`src/rtl/serial_subtractor.sv`:
```
// Bit-serial two's-complement subtractor: D = A - B, one bit per clock, LSB first,
// through a single full-subtractor cell with a registered borrow.
//
// state  | meaning
// IDLE   | waiting for START; result registers hold the last completed operation
// RUN    | one difference bit per cycle, WIDTH cycles
// DONE   | one-cycle completion pulse; a held START restarts from here
module serial_subtractor #(
  parameter int WIDTH = 8
) (
  input  logic             CLK,
  input  logic             RST,
  input  logic             START,
  input  logic [WIDTH-1:0] A,
  input  logic [WIDTH-1:0] B,
  output logic             BUSY,
  output logic             DONE,
  output logic [WIDTH-1:0] D,
  output logic             BOUT,
  output logic             ZERO
);

  localparam int CW = (WIDTH > 2) ? $clog2(WIDTH) : 1;

  localparam logic [1:0] S_IDLE = 2'd0;
  localparam logic [1:0] S_RUN  = 2'd1;
  localparam logic [1:0] S_DONE = 2'd2;

  logic [1:0]       state;
  logic [WIDTH-1:0] sa;
  logic [WIDTH-1:0] sb;
  logic [WIDTH-1:0] sr;
  logic             borrow;
  logic [CW-1:0]    cnt;

  logic             diff_bit;
  logic             borrow_next;
  logic [WIDTH-1:0] sr_next;
  logic             last_bit;
  logic             accept;

  always_comb begin
    diff_bit    = sa[0] ^ sb[0] ^ borrow;
    borrow_next = (~sa[0] & sb[0]) | (~sa[0] & borrow) | (sb[0] & borrow);
    sr_next     = {diff_bit, sr[WIDTH-1:1]};
    last_bit    = (cnt == CW'(WIDTH - 1));
    // Accepting in DONE as well as IDLE gives back-to-back operations every WIDTH+1 edges
    accept      = START && ((state == S_IDLE) || (state == S_DONE));
  end

  always_ff @(posedge CLK) begin
    if (RST) begin
      state  <= S_IDLE;
      sa     <= '0;
      sb     <= '0;
      sr     <= '0;
      borrow <= 1'b0;
      cnt    <= '0;
      D      <= '0;
      BOUT   <= 1'b0;
      ZERO   <= 1'b1;
    end else begin
      case (state)
        S_RUN: begin
          sa     <= sa >> 1;
          sb     <= sb >> 1;
          sr     <= sr_next;
          borrow <= borrow_next;
          cnt    <= cnt + CW'(1);
          if (last_bit) begin
            D     <= sr_next;
            BOUT  <= borrow_next;
            ZERO  <= (sr_next == '0);
            state <= S_DONE;
          end
        end
        S_IDLE, S_DONE: begin
          if (accept) begin
            sa     <= A;
            sb     <= B;
            sr     <= '0;
            borrow <= 1'b0;
            cnt    <= '0;
            state  <= S_RUN;
          end else begin
            state  <= S_IDLE;
          end
        end
        default: state <= S_IDLE;
      endcase
    end
  end

  assign BUSY = (state == S_RUN) || (state == S_DONE);
  assign DONE = (state == S_DONE);

endmodule

```
`config.mk`:
```
export PLATFORM = sky130hd
export DESIGN_NAME = serial_subtractor
export DESIGN_NICKNAME = d
export VERILOG_FILES = /design/src/rtl/serial_subtractor.sv
export SDC_FILE = /design/constraint.sdc
export NUM_CORES = 1
export LEC_CHECK = 0
export ABC_AREA = 1
export CELL_PAD_IN_SITES_DETAIL_PLACEMENT = 1
export CELL_PAD_IN_SITES_GLOBAL_PLACEMENT = 1
export CORE_MARGIN = 4
export CORE_UTILIZATION = 34
export CTS_CLUSTER_SIZE = 25
export DETAILED_ROUTE_END_ITERATION = 10
export GPL_TIMING_DRIVEN = 0
export PLACE_DENSITY_LB_ADDON = 0.1
export SKIP_LAST_GASP = 1
export SLEW_MARGIN = 20
export SYNTH_ARGS = -nofsm -noshare
export SYNTH_HDL_FRONTEND = slang
export SYNTH_SLANG_ARGS = --single-unit
```
`constraint.sdc`:
```
create_clock -name CLK -period 1.6 [get_ports CLK]
set_input_delay 0.24 -clock CLK [delete_from_list [all_inputs] [get_ports CLK]]
set_output_delay 0.24 -clock CLK [all_outputs]
set_load 0.005 [all_outputs]
```
==> flow_metrics.py <==
metrics = {
    "power": {
        "peakVddDrop_mv": 0.417,
        "power_density_nw_per_um2": 923,
        "fin_total_pwr_w": 0.00229,
        "p_leak_nw": 1.12,
    },
    "global_routing": {
        "grt_max_degree": 13,
        "grt.busiest_layer": "met2",
        "globalRouteMet3Util_pct": 3.07,
        "antenna_found_initial": 0,
        "grt_pass1_wl_mm": 8.44,
        "grt_pass1_vias": 1826,
        "grt_use_total_pct": 14.8,
        "met2_usage_pct": 24.5,
        "grtUsageMet1_pct": 19.5,
        "grt_overflow": 0,
    },
    "min_path": {
        "hold_path.class": "in -> reg",
        "holdPathStages": 2,
    },
    "place": {
        "hpwl_mm": 3.49,
        "place_congestion": 0.715,
        "port_buffers": 29,
        "dp_cells": 378,
        "dp_slack_ns": -0.413,
    },
    "clock_network": {
        "cts-root-buf": "clkbuf_8",
        "cts_buffers": 5,
        "cts_tree": "built",
        "cts_htree_levels": 2,
        "clkSlewWorstSetupHoldPaths_ns": 0.09,
        "max-clock-path-buffers": 2,
        "cts_hold_buffers": 0,
        "clock_latency_ns": 0.30,
        "cts.sinks": 39,
    },
    "route": {
        "drc": 0,
        "vias": 1808,
        "first_pass_iters": 4,
        "wire_per_inst_um": 12.4,
        "drtAntennaViolNets": 0,
        "vias_per_cell": 4.64,
        "first_iter_violations": 80,
        "routed_wl_mm": 4.84,
    },
    "critical_path": {
        "worstPathMaxFanout": 10,
        "cp_cell_sequence": "inv_6 -> ha_4 -> inv_2 -> nand2_8 -> nand2_4 -> buf_6 -> buf_6 -> a21oi_1 -> nor2_1",
        "cpMostUsedCell": "buf_6",
        "endpoint_kind": "flip-flop",
        "cp_slowest_cell": "dfxtp_4",
        "max_stage_delay_ns": 0.37,
        "path_depth": 9,
        "path_class": "reg -> reg",
        "start_kind": "flip-flop",
        "cp.arrival_ns": 1.69,
        "reg2reg_depth": 9,
        "required_ns": 1.80,
        "critPathBufInv": 4,
        "r2r_slack_ns": 0.11,
        "crit_family": "buffers and inverters",
    },
    "yosys": {
        "seq_area_frac_synth_pct": 41.0,
        "synth_top_area_share_pct": 41.0,
        "syn_area_sq_um": 1900,
        "yosysUniqueCellTypes": 21,
        "netlist_top_cells_count": "80 x nand2_1, 39 x dfxtp_1, 37 x nor2_1, 30 x inv_1, 27 x nand3_1",
        "synthCells": 279,
        "ys_top_cells_by_area": "dfxtp_1 41%, nand2_1 16%, nor2_1 7.3%, nand3_1 7.1%, inv_1 5.9%",
        "synth-main-ff-cell": "dfxtp_1",
        "postSynth.asyncResetShare_pct": 0,
        "synth_edf_count": 0,
        "yosys.area.top_type": "dfxtp_1",
        "synth_seq_cells": 39,
        "syn_nets": 304,
        "avgSynthCellArea_sq_um": 6.83,
        "yosysWarnings": 0,
        "yosysMostFrequentCell": "nand2_1",
    },
    "die": {
        "ios": 31,
        "fp.dieH_um": 82.8,
        "coreArea_sq_um": 5270,
        "dieArea_sq_um": 6860,
        "initial_core_util_pct": 36.1,
        "die_w_um": 82.8,
        "fp-row-count": 26,
    },
    "job": {
        "cap_viol_max_count": 0,
    },
    "finish": {
        "fill_cells": 702,
        "diodes": 0,
        "instances_no_fill": 390,
        "seq_area_sq_um": 786,
        "syn2layout_area_growth_pct": 30.3,
        "drive_above_1_share_pct": 11.9,
        "multi_input_area_sq_um": 972,
        "final_util_pct": 47.1,
        "nNetsFinal": 344,
    },
    "timing": {
        "clock_skew_ns": 0.0125,
        "slew_violations": 0,
        "hold_viol": 0,
        "rsz0062_at_grt": "false",
        "setup_tns_ns": 0,
        "slew-limit-headroom_pct": 68.7,
        "setup_ws_ns": 0.108,
        "timing.fmax_mhz": 670,
        "worstMarginPinSlew_ns": 0.469,
        "min_period_ns": 1.49,
        "post-route-period-util_pct": 93.2,
        "setup_viol": 0,
    },
    "outcome": {
        "status": "complete, no violations",
    },
}
## routing by layer
metal	share of wire (%)	wire, um	vias up
met3	3.6	173	6
met5	0	0	-
met2	46	2220	27
met4	1.3	63	0
li1	-	-	944
met1	49	2380	831
## power by group
part | switching [W] | internal (W)
sequential | 0.0000374 | 0.00103
combinational | 0.000264 | 0.000188
clock | 0.000374 | 0.000393
## logic make-up (layout without fill, tap and decap cells)
family | Yosys count | count (layout) | share of synthesized area [%]
AOI/OAI and AO/OA | 37 | 37 | 10.6
adders and majority gates | 6 | 6 | 4.34
buffers and inverters | 45 | 86 | 10.8
DFF | 39 | 39 | 41.0
and+or+nand+nor | 152 | 152 | 33.2
## sequential cells by signal, summed over array words and instances, names as in the netlist
| name | flops |
|---|---|
| D | 8 |
| sa | 8 |
| sb | 8 |
| sr | 7 |
| cnt | 3 |
| state | 2 |
| BOUT | 1 |
| ZERO | 1 |
| borrow | 1 |
## layout make-up
cell class / count / area share, %
clock buffers: 7 / 3.88
inverters: 31 / 4.89
multi-input cells: 195 / 39.2
plain buffers: 14 / 3.73
well taps: 70 / 3.53
flip-flops and latches: 39 / 31.7
repair buffers: 33 / 12.8
clock inverters: 1 / 0.303
## stage by stage
| stage | hold slack, ns | area [sq um] |
|---|---|---|
| CTS | 0.234 | 2440 |
| floorplan | 0.387 | 1900 |
| global route | 0.259 | 2480 |
| global placement | 0.462 | 2280 |
| finish | 0.244 | 2480 |
| detailed placement | 0.472 | 2280 |
## worst reg2reg max path, stage by stage (launching register included)
cell and delay [ns]:
dfxtp_4 0.37, inv_6 0.10, ha_4 0.17, inv_2 0.06, nand2_8 0.11, nand2_4 0.07
buf_6 0.14, buf_6 0.14, a21oi_1 0.16, nor2_1 0.06
## layout by cell type (no fill, tap or decap), drive strengths merged
master and instances:
nand2 83, nor2 40, dfxtp 39, inv 31, nand3 27, clkdlybuf4s50 27, a21oi 20, buf 14
clkbuf 11, o21ai 10, a21boi 6, ha 5, nor3 2, dlygate4sd2 2, a211oi 1, fa 1
clkinvlp 1
## final timing paths
kind / start / endpoint
worst max-delay path: state[0] / sb[5]
worst min-delay path: RST / cnt[2]
worst max register to register: state[0] / sb[5]
worst min register to register: sb[7] / sb[7]
## repair_timing
item	4_1_cts	5_1_grt
pin swaps	1	2
setup endpoints to repair	30	27
resized for setup	12	10
hold endpoints to repair	0	0
setup buffers	3	1
Note: power is estimated with default switching activity, not from simulation.
